### src/rtl/imem_loader_if.sv
// imem_loader_if -- host byte stream plus instruction-memory write port.
//
// Signals:
//   i_start       begin a new load (host -> loader)
//   i_byte_valid  stream byte valid (host -> loader)
//   i_byte        stream byte (host -> loader)
//   o_byte_ready  loader accepts i_byte this cycle
//   o_we          imem write enable, one-cycle pulse per word
//   o_wadr        word-aligned byte address of the write
//   o_wdata       little-endian word to write
//   o_busy        load in progress
//   o_done        last load completed successfully (sticky)
//   o_err         last load failed (sticky)
//   o_core_rst    hold-core-in-reset request
//
// Modports: slave = loader side, master = host/observer side.
interface imem_loader_if #(
  parameter int ADDR_W = 20
);
  logic              i_start;
  logic              i_byte_valid;
  logic [7:0]        i_byte;
  logic              o_byte_ready;
  logic              o_we;
  logic [ADDR_W-1:0] o_wadr;
  logic [31:0]       o_wdata;
  logic              o_busy;
  logic              o_done;
  logic              o_err;
  logic              o_core_rst;

  modport slave (
    input  i_start, i_byte_valid, i_byte,
    output o_byte_ready, o_we, o_wadr, o_wdata,
    output o_busy, o_done, o_err, o_core_rst
  );

  modport master (
    output i_start, i_byte_valid, i_byte,
    input  o_byte_ready, o_we, o_wadr, o_wdata,
    input  o_busy, o_done, o_err, o_core_rst
  );
endinterface

### src/rtl/imem_loader.sv
// imem_loader -- boot-time programmer for the instruction memory.
//
// Receives a byte stream: 4-byte little-endian word count N, then 4*N
// payload bytes (little-endian words), optionally one trailing XOR
// checksum byte. Each assembled word is written at consecutive word
// addresses starting at BASE_ADDR. The core is held in reset until the
// load completes successfully.
//
// Optional feature macro: LOADER_CHECKSUM_EN (adds CHK state and the
// payload XOR accumulator; trailing byte must match or the load fails).
//
// Parameters:
//   ADDR_W     byte-address width of instruction memory
//   BASE_ADDR  byte address of the first word (multiple of 4)
// Ports:
//   i_clk  clock, rising edge
//   i_rst  asynchronous active-high reset
//   bus    imem_loader_if.slave (stream handshake, write port, status)
module imem_loader #(
  parameter int          ADDR_W    = 20,
  parameter int unsigned BASE_ADDR = 0
) (
  input  logic           i_clk,
  input  logic           i_rst,
  imem_loader_if.slave   bus
);

  // Largest word count that fits between BASE_ADDR and the top of memory.
  localparam logic [63:0] MAX_WORDS =
    ((64'd1 << ADDR_W) - 64'(BASE_ADDR)) / 64'd4;
  localparam logic [ADDR_W-1:0] BASE = ADDR_W'(BASE_ADDR);

  typedef enum logic [2:0] {
    IDLE,
    LEN,
    DATA,
    WRITE,
`ifdef LOADER_CHECKSUM_EN
    CHK,
`endif
    DONE,
    ERR
  } state_t;

  state_t            state_q, state_d;
  logic [1:0]        idx_q, idx_d;
  logic [23:0]       len_q, len_d;   // first three header bytes
  logic [31:0]       rem_q, rem_d;   // words still to write
  logic [ADDR_W-1:0] adr_q, adr_d;
  logic [31:0]       buf_q, buf_d;
`ifdef LOADER_CHECKSUM_EN
  logic [7:0]        acc_q, acc_d;
`endif

  logic              rdy;
  logic              accept;
  logic [31:0]       n_full;

  // State register
  always_ff @(posedge i_clk or posedge i_rst) begin
    if (i_rst) begin
      state_q <= IDLE;
      idx_q   <= '0;
      len_q   <= '0;
      rem_q   <= '0;
      adr_q   <= BASE;
      buf_q   <= '0;
`ifdef LOADER_CHECKSUM_EN
      acc_q   <= '0;
`endif
    end else begin
      state_q <= state_d;
      idx_q   <= idx_d;
      len_q   <= len_d;
      rem_q   <= rem_d;
      adr_q   <= adr_d;
      buf_q   <= buf_d;
`ifdef LOADER_CHECKSUM_EN
      acc_q   <= acc_d;
`endif
    end
  end

  // Next-state and datapath
  always_comb begin
    state_d = state_q;
    idx_d   = idx_q;
    len_d   = len_q;
    rem_d   = rem_q;
    adr_d   = adr_q;
    buf_d   = buf_q;
`ifdef LOADER_CHECKSUM_EN
    acc_d   = acc_q;
`endif
    accept  = bus.i_byte_valid && rdy;
    // Header byte 3 arrives as the top byte of N.
    n_full  = {bus.i_byte, len_q};

    case (state_q)
      IDLE, DONE, ERR: begin
        if (bus.i_start) begin
          state_d = LEN;
          idx_d   = '0;
          adr_d   = BASE;
          buf_d   = '0;
`ifdef LOADER_CHECKSUM_EN
          acc_d   = '0;
`endif
        end
      end
      LEN: begin
        if (accept) begin
          len_d = n_full[31:8];
          idx_d = idx_q + 2'd1;
          if (idx_q == 2'd3) begin
            rem_d = n_full;
            if ({32'd0, n_full} > MAX_WORDS) begin
              state_d = ERR;
            end else if (n_full == 32'd0) begin
`ifdef LOADER_CHECKSUM_EN
              state_d = CHK;
`else
              state_d = DONE;
`endif
            end else begin
              state_d = DATA;
            end
          end
        end
      end
      DATA: begin
        if (accept) begin
          buf_d[{idx_q, 3'b000} +: 8] = bus.i_byte;
`ifdef LOADER_CHECKSUM_EN
          acc_d = acc_q ^ bus.i_byte;
`endif
          idx_d = idx_q + 2'd1;
          if (idx_q == 2'd3) state_d = WRITE;
        end
      end
      WRITE: begin
        adr_d = adr_q + ADDR_W'(4);
        rem_d = rem_q - 32'd1;
        if (rem_q == 32'd1) begin
`ifdef LOADER_CHECKSUM_EN
          state_d = CHK;
`else
          state_d = DONE;
`endif
        end else begin
          state_d = DATA;
        end
      end
`ifdef LOADER_CHECKSUM_EN
      CHK: begin
        if (accept) state_d = (bus.i_byte == acc_q) ? DONE : ERR;
      end
`endif
      default: state_d = IDLE;
    endcase
  end

  // Outputs: decoded from the state register only
  always_comb begin
    rdy = (state_q == LEN) || (state_q == DATA)
`ifdef LOADER_CHECKSUM_EN
          || (state_q == CHK)
`endif
          ;
    bus.o_byte_ready = rdy;
    bus.o_we         = (state_q == WRITE);
    bus.o_wadr       = adr_q;
    bus.o_wdata      = buf_q;
    bus.o_busy       = rdy || (state_q == WRITE);
    bus.o_done       = (state_q == DONE);
    bus.o_err        = (state_q == ERR);
    bus.o_core_rst   = (state_q != DONE);
  end

endmodule

### src/flat_wrapper.sv
// flat-port wrapper written by rule: the top's interface ports become plain ports
module imem_loader_flat 
#(
  parameter int          ADDR_W    = 20,
  parameter int unsigned BASE_ADDR = 0
)
  (i_clk, i_rst, bus_i_start, bus_i_byte_valid, bus_i_byte, bus_o_byte_ready, bus_o_we, bus_o_wadr, bus_o_wdata, bus_o_busy, bus_o_done, bus_o_err, bus_o_core_rst);
  imem_loader_if #(.ADDR_W(ADDR_W)) bus_i ();
  input  logic i_clk;
  input  logic i_rst;
  input wire logic [$bits(bus_i.i_start)-1:0] bus_i_start;
  input wire logic [$bits(bus_i.i_byte_valid)-1:0] bus_i_byte_valid;
  input wire logic [$bits(bus_i.i_byte)-1:0] bus_i_byte;
  output wire logic [$bits(bus_i.o_byte_ready)-1:0] bus_o_byte_ready;
  output wire logic [$bits(bus_i.o_we)-1:0] bus_o_we;
  output wire logic [$bits(bus_i.o_wadr)-1:0] bus_o_wadr;
  output wire logic [$bits(bus_i.o_wdata)-1:0] bus_o_wdata;
  output wire logic [$bits(bus_i.o_busy)-1:0] bus_o_busy;
  output wire logic [$bits(bus_i.o_done)-1:0] bus_o_done;
  output wire logic [$bits(bus_i.o_err)-1:0] bus_o_err;
  output wire logic [$bits(bus_i.o_core_rst)-1:0] bus_o_core_rst;
  assign bus_i.i_start = bus_i_start;
  assign bus_i.i_byte_valid = bus_i_byte_valid;
  assign bus_i.i_byte = bus_i_byte;
  assign bus_o_byte_ready = bus_i.o_byte_ready;
  assign bus_o_we = bus_i.o_we;
  assign bus_o_wadr = bus_i.o_wadr;
  assign bus_o_wdata = bus_i.o_wdata;
  assign bus_o_busy = bus_i.o_busy;
  assign bus_o_done = bus_i.o_done;
  assign bus_o_err = bus_i.o_err;
  assign bus_o_core_rst = bus_i.o_core_rst;
  imem_loader #(.ADDR_W(ADDR_W), .BASE_ADDR(BASE_ADDR)) u_core (.i_clk(i_clk), .i_rst(i_rst), .bus(bus_i));
endmodule
### config.mk
export PLATFORM = sky130hd
export DESIGN_NAME = imem_loader_flat
export DESIGN_NICKNAME = d
export VERILOG_FILES = /design/src/rtl/imem_loader_if.sv /design/src/rtl/imem_loader.sv /design/src/flat_wrapper.sv
export SDC_FILE = /design/constraint.sdc
export NUM_CORES = 1
export LEC_CHECK = 0
export BUFFER_PORTS_ARGS = -buffer_cell sky130_fd_sc_hd__buf_2
export CELL_PAD_IN_SITES_DETAIL_PLACEMENT = 1
export CELL_PAD_IN_SITES_GLOBAL_PLACEMENT = 1
export CORE_MARGIN = 2
export CORE_UTILIZATION = 42
export CTS_BUF_LIST = sky130_fd_sc_hd__clkbuf_4
export CTS_CLUSTER_DIAMETER = 100
export CTS_CLUSTER_SIZE = 20
export DETAILED_ROUTE_END_ITERATION = 8
export HOLD_SLACK_MARGIN = 0.03
export PLACE_DENSITY_LB_ADDON = 0.1
export SLEW_MARGIN = 20
export SYNTH_ARGS = -nofsm -noshare
export SYNTH_HDL_FRONTEND = slang
export SYNTH_SLANG_ARGS = --single-unit
### constraint.sdc
create_clock -name i_clk -period 2.9 [get_ports i_clk]
set_input_delay 0 -clock i_clk [delete_from_list [all_inputs] [get_ports i_clk]]
set_output_delay 0 -clock i_clk [all_outputs]
set_load 0.01 [all_outputs]
==> out/summary.md, run 1 <==
• **average cell area after synthesis** 9.70 um2
• **area growth from synthesis to layout** 13.8%
• **critical path's largest stage delay** 0.46 ns
• **Clk pin slew, worst setup/hold paths** 0.18 ns
• **diode count** 0
• **area of the mapped netlist** 5540 um2
• **data arrival time of the critical path** 2.95 ns
• **class of the most critical hold timing path** input port to asynchronous set/reset pin
• **list of most frequent post-synthesis cells** 111 x sky130_fd_sc_hd__dfrtp_1, 95 x sky130_fd_sc_hd__nand2_1, 39 x sky130_fd_sc_hd__o21ai_0
• **critical path buffer and inverter count** 1
• **Max Clk Rate** 390 MHz
• **portion of the post-synthesis area used by sequential elements** 50.2%
• **Worst Clk Skew** 0.0161 ns
• **H-tree levels** 3
• **1st-pass router iterations** 4
• **required arrival time at the worst endpoint** 3.28 ns
• **top_reg_cell synth** sky130_fd_sc_hd__dfrtp_1
• **die outline height** 119 um
• **total track usage** 23.6%
• **Clock Tree Root** sky130_fd_sc_hd__clkbuf_4
• **Initial Utilization** 43.5%
• **buffers added on ports** 67
• **area of the die** 14100 um2
• **Resize count post-CTS** 0
• **share of the synthesized area in the top cell type** 50.2%
• **sequence of cells on the critical path** inv_1 > ha_1 > nor3b_1 > nand2_1 > or3_4 > o311ai_0 > nand3_1
• **Crit Path Category** flop to flop
• **number of buffers inserted during clock tree synthesis** 9
• **latest clock arrival within the worst-skew pair** 0.50 ns
• **routed length on met2** 7820 um
• **clk buf depth** 2
• **first-pass GRT wire length** 26200 um
• **Via density** 5.73
• **Top Family by Delay on Critical Path** simple AND/OR/NAND/NOR gates
• **total non-filler cell area in the finished layout** 6300 um2
• **Cell variety after synth** 61
• **unrepaired setup endpoints after global routing** no
• **P per Cell Area** 742 nW/um2
• **highest routing layer actually used** met4
• **slew of the pin with the lowest slew margin** 0.786 ns
• **via count of the first global-routing pass** 4889
• **Crit-path slowest cell** sky130_fd_sc_hd__or3_4
• **fin. max-slew vios** 0
• **Worst setup EP type** flop
• **number of max-cap violations** 0
• **fill cell instance count of the final layout** 1517
• **Total Negative Setup Slacks** 0 ns
• **number of warnings issued by yosys** 0
• **worst r2r path cells** 7
• **total of hold buffers inserted after clock tree synthesis** 11
• **post-route met1 wirelength** 7230 um
• **vias post-DR** 4710
• **count of placed standard cells in the final layout, fillers left out** 822
• **Floorplan Core Area** 12700 um2
• **NumNets Final** 666
• **Total Power Consumption** 4.67 mW
• **TritonCTS clock tree** done
• **post-CTS repair timing setup buffer count** 0
• **worst r2r src** u_core.rem_q[0]
• **outcome** completed
• **final weighted congestion in routability-driven placement** 0.855
• **total of flip-flops plus latches after synthesis** 111
• **number of I/O pins** 70
• **Antenna Nets Post-Route** 0
• **share of flip-flops with an asynchronous set or reset** 100%
• **normalized max-slew margin** 47.1%
• **static leakage power** 2.77 nW
• **highest net fanout along the worst path** 9
• **total overflow reported by the global router** 0
• **flop-to-flop setup slack** 0.33 ns
• **number of standard-cell rows in the floorplan** 41
• **wire length per cell after detailed routing** 19.3 um
• **detailed placement HPWL** 11100 um
• **Mapped Cells** 571
• **Max rail drop VDD** 0.419 mV
• **category of the worst setup path launch point** flop
• **worst r2r dst** u_core.rem_q[20]
• **most numerous cell in the Yosys netlist** sky130_fd_sc_hd__dfrtp_1
• **synth top area cells** sky130_fd_sc_hd__dfrtp_1 50%, sky130_fd_sc_hd__nand2_1 6.4%, sky130_fd_sc_hd__mux2_2 5.1%
• **cell taking the most area after synthesis** sky130_fd_sc_hd__dfrtp_1
• **DRT Wirelength** 15900 um
• **die extent in x** 119 um
• **count of endpoints failing setup in the final report** 0
• **post-route fraction of the period consumed by the critical path** 88.5%
• **routed length on met3** 513 um
• **share of post-route cells with drive strength above 1** 20.9%
• **first element of the critical path** u_core.rem_q[0]
• **DRC viols** 0
• **Detailed Route Iter0 Violations** 297
• **hold violation count in the final report** 0
• **pin count of the biggest net entering global routing** 112
• **count of flip-flops with a built-in enable after synthesis** 0
• **number of antenna violations at the first check in global routing** 0
• **sinks on the clock net** 111
• **placed insts** 795
• **Post-DP Area** 6070 um2
• **minimum clock period** 2.57 ns
==> power by group <==
part,leakage (nW),total [mW],internal [mW],switching [mW]
clock network,0.0579,0.720,0.175,0.545
logic,1.31,1.42,0.652,0.763
registers,1.41,2.54,1.99,0.551
==> worst max-delay path by stage <==
stage,endpoint,slack (ns),depth (start not counted)
floorplan,u_core.rem_q[17],0.62,6
global placement,u_core.rem_q[17],0.48,5
detailed placement,u_core.rem_q[20],0.37,7
CTS,u_core.rem_q[20],0.35,7
global route,u_core.rem_q[20],0.12,7
finish,u_core.rem_q[20],0.33,7
==> placed cells by master (no fill, tap or decap), types with 10 or more instances in the layout <==
cell type,Yosys,final
sky130_fd_sc_hd__dfrtp_1,111,111
sky130_fd_sc_hd__nand2_1,95,95
sky130_fd_sc_hd__buf_2,2,67
sky130_fd_sc_hd__o21ai_0,39,39
sky130_fd_sc_hd__nand3_1,29,29
sky130_fd_sc_hd__nor2_1,27,27
sky130_fd_sc_hd__mux2_2,25,25
sky130_fd_sc_hd__a21oi_1,21,21
sky130_fd_sc_hd__o31ai_1,19,19
sky130_fd_sc_hd__nor4_1,15,15
sky130_fd_sc_hd__nor3_1,15,15
sky130_fd_sc_hd__buf_4,2,12
sky130_fd_sc_hd__o22ai_1,11,11
sky130_fd_sc_hd__dlygate4sd3_1,0,11
sky130_fd_sc_hd__or4_1,10,10
==> sequential cells by signal, summed over array words and instances, names as in the netlist <==
signal	cells
u_core.bus.o_wadr	18
u_core.bus.o_wdata	32
u_core.idx_q	2
u_core.len_q	24
u_core.rem_q	32
u_core.state_q	3
==> cell type report <==
type | count | area, um2 | share of cell area (%)
clock buffers | 9 | 67.6 | 1.07
clock inverters | 7 | 50.0 | 0.795
flip-flops and latches | 111 | 2780 | 44.1
inverters | 11 | 45.0 | 0.715
repair buffers | 91 | 556 | 8.82
well taps | 172 | 215 | 3.42
multi-input cells | 421 | 2590 | 41.1
==> tightest hold or removal path: cells and delay by family <==
family	cells	cell delay, ns
buffers and inverters	4	1.18
==> kinds of logic after synthesis <==
family,count (synthesis),synth area share [%]
adder cells (fa/ha/maj),9,2.03
multiplexers,34,6.71
AND/OR/NAND/NOR,241,22.0
flip-flops,111,50.2
XOR/XNOR,3,0.475
AO/OA/AOI/OAI,132,15.4
other,1,0.0677
buffers and inverters,40,3.16
==> metal layers <==
metal / up-vias / GRT usage (%)
met2: 77 / 40.0
met4: 0 / 7.96
met3: 19 / 3.21
li1: 2244 / -
met1: 2370 / 31.1
met5: - / 0
==> through the flow <==
stage	util (%)	hold WS (ns)	setup WS, ns
after floorplan	-	0.116	0.621
after global placement	47.7	0.227	0.482
after detailed placement	47.7	0.240	0.369
after CTS	49.5	0.212	0.354
after global routing	49.5	0.240	0.121
final	49.5	0.169	0.335
(Power assumes the default switching activity.)
==> run 2, diff against run 1 <==
- CORE_UTILIZATION: 42 -> 38
- GPL_ROUTABILITY_DRIVEN: default -> 0
==> out/summary.md, run 2 (same netlist as run 1, synthesis figures left out) <==
• **outcome** completed
• **total overflow reported by the global router** 0, unchanged
• **slew of the pin with the lowest slew margin** 0.891 ns, +0.106 ns
• **hold violation count in the final report** 0, unchanged
• **number of buffers inserted during clock tree synthesis** 9, unchanged
• **total track usage** 21.5%, -2.0 points
• **Initial Utilization** 38.5%, -5.0 points
• **post-route fraction of the period consumed by the critical path** 89.2%, +0.75 points
• **area growth from synthesis to layout** 14.2%
• **Worst setup EP type** flop
• **detailed placement HPWL** 11500 um, +3.5%
• **1st-pass router iterations** 4, unchanged
• **buffers added on ports** 67, unchanged
• **post-layout util** 44.0%, -5.5 points
• **latest clock arrival within the worst-skew pair** 0.50 ns, about the same
• **highest net fanout along the worst path** 9, unchanged
• **die outline height** 125 um, +5.0%
• **fin. max-slew vios** 0, unchanged
• **TritonCTS clock tree** done
• **static leakage power** 2.78 nW, +0.34%
• **wire length per cell after detailed routing** 19.6 um, +1.4%
• **Total Negative Setup Slacks** 0 ns, unchanged
• **number of I/O pins** 70, unchanged
• **vias post-DR** 4704, -0.13%
• **post-CTS repair timing setup buffer count** 0, unchanged
• **unrepaired setup endpoints after global routing** no
• **Crit Path Category** flop to flop
• **class of the most critical hold timing path** input port to asynchronous set/reset pin
• **category of the worst setup path launch point** flop
• **share of post-route cells with drive strength above 1** 20.5%, -0.43 points
• **Clk pin slew, worst setup/hold paths** 0.16 ns, -0.02 ns
• **DRC viols** 0, unchanged
• **pin count of the biggest net entering global routing** 112, unchanged
• **P per Cell Area** 747 nW/um2, +0.76%
• **number of max-cap violations** 0, unchanged
• **NumNets Final** 666, unchanged
• **critical path's largest stage delay** 0.46 ns, about the same
• **total of hold buffers inserted after clock tree synthesis** 11, unchanged
• **fill cell instance count of the final layout** 1681, +11%
• **Crit-path slowest cell** sky130_fd_sc_hd__or3_4
• **Max rail drop VDD** 0.334 mV, -20%
• **minimum clock period** 2.59 ns, +0.0217 ns
• **Via density** 5.64, -1.6%
• **normalized max-slew margin** 40.0%, -7.1 points
• **via count of the first global-routing pass** 4912, +0.47%
• **sequence of cells on the critical path** inv_1 > ha_1 > nor3b_1 > nand2_1 > or3_4 > o311ai_0 > nand3_1
• **Resize count post-CTS** 0, unchanged
• **H-tree levels** 3, unchanged
• **number of standard-cell rows in the floorplan** 44, +7.3%
• **required arrival time at the worst endpoint** 3.27 ns, about the same
• **Max Clk Rate** 387 MHz, -0.84%
• **area of the die** 15600 um2, +10%
• **Floorplan Core Area** 14400 um2, +13%
• **count of endpoints failing setup in the final report** 0, unchanged
• **Clock Tree Root** sky130_fd_sc_hd__clkbuf_4
• **Top Family by Delay on Critical Path** simple AND/OR/NAND/NOR gates
• **Worst Clk Skew** 0.0205 ns, +0.00442 ns
• **flop-to-flop setup slack** 0.31 ns, -0.02 ns
• **sinks on the clock net** 111, unchanged
• **Antenna Nets Post-Route** 0, unchanged
• **top library cells by usage in the layout, fill and taps aside** 111 x sky130_fd_sc_hd__dfrtp_1, 95 x sky130_fd_sc_hd__nand2_1, 67 x sky130_fd_sc_hd__buf_2
• **critical path buffer and inverter count** 1, unchanged
• **number of antenna violations at the first check in global routing** 1, +1
• **first-pass GRT wire length** 26700 um, +1.8%
• **Detailed Route Iter0 Violations** 215, -28%
• **most common cell after layout, fill and taps aside** sky130_fd_sc_hd__dfrtp_1
• **DRT Wirelength** 16300 um, +2.9%
• **die extent in x** 125 um, +5.0%
• **clk buf depth** 2, unchanged
• **data arrival time of the critical path** 2.96 ns, about the same
[run 2: cell count changes in the layout (fill, tap and decap cells not counted)]
cell and change:
sky130_fd_sc_hd__bufinv_16 +1, sky130_fd_sc_hd__clkinvlp_4 -2, sky130_fd_sc_hd__clkbuf_4 +1, sky130_fd_sc_hd__diode_2 +1, sky130_fd_sc_hd__clkinv_4 -2, sky130_fd_sc_hd__clkinv_2 -1, sky130_fd_sc_hd__clkinv_1 +2
[run 2: metrics by stage]
| step | setup WS, ns | std cells | power [mW] | hold WS (ns) | instance area (um2) |
|---|---|---|---|---|---|
| final | 0.313 | 834 | 4.73 | 0.203 | 6320 |
| after global routing | 0.156 | 834 | 5.07 | 0.276 | 6320 |
| after CTS | 0.334 | 833 | 4.78 | 0.222 | 6320 |
| after detailed placement | 0.326 | 807 | 3.99 | 0.247 | 6090 |
| after global placement | 0.491 | 807 | 3.89 | 0.234 | 6090 |
| after floorplan | 0.621 | 572 | 3.40 | 0.116 | 5540 |
[run 2: metal layers]
| metal | vias up | GRT usage, % | wire, um |
|---|---|---|---|
| met1 | 2369 | 28.2 | 7460 |
| met4 | 0 | 8.20 | 399 |
| li1 | 2239 | - | - |
| met3 | 23 | 2.58 | 415 |
| met5 | - | 0 | 0 |
| met2 | 73 | 36.6 | 8040 |
[run 2: where the power goes]
| group | internal (mW) | switching, mW |
|---|---|---|
| Combinational | 0.648 | 0.767 |
| Clock | 0.262 | 0.507 |
| Sequential | 1.99 | 0.557 |
[run 2: tightest hold or removal path, delay by kind of cell]
family                 cells  cell delay (ns)
buffers and inverters      4             1.18
[run 2: cell type report]
type	count	area [um2]	area share (%)
Antenna cell	1	2.50	0.0396
Clock buffer	10	75.1	1.19
Clock inverter	5	50.0	0.791
Inverter	11	45.0	0.712
Multi-Input combinational cell	421	2590	40.9
Sequential cell	111	2780	43.9
Tap cell	184	230	3.64
Timing Repair Buffer	91	556	8.79
[run 2: final timing paths]
check / end / cells past startpoint / from
worst max-delay path: u_core.rem_q[20] / 7 / u_core.rem_q[0]
max in group asynchronous: u_core.len_q[4] / 4 / i_rst
worst min-delay path: u_core.bus.o_wadr[4] / 4 / i_rst
worst max register to register: u_core.rem_q[20] / 7 / u_core.rem_q[0]
min in group i_clk: u_core.rem_q[24] / 4 / bus_i_byte[0]
worst min register to register: u_core.bus.o_wdata[22] / 2 / u_core.bus.o_wdata[22]
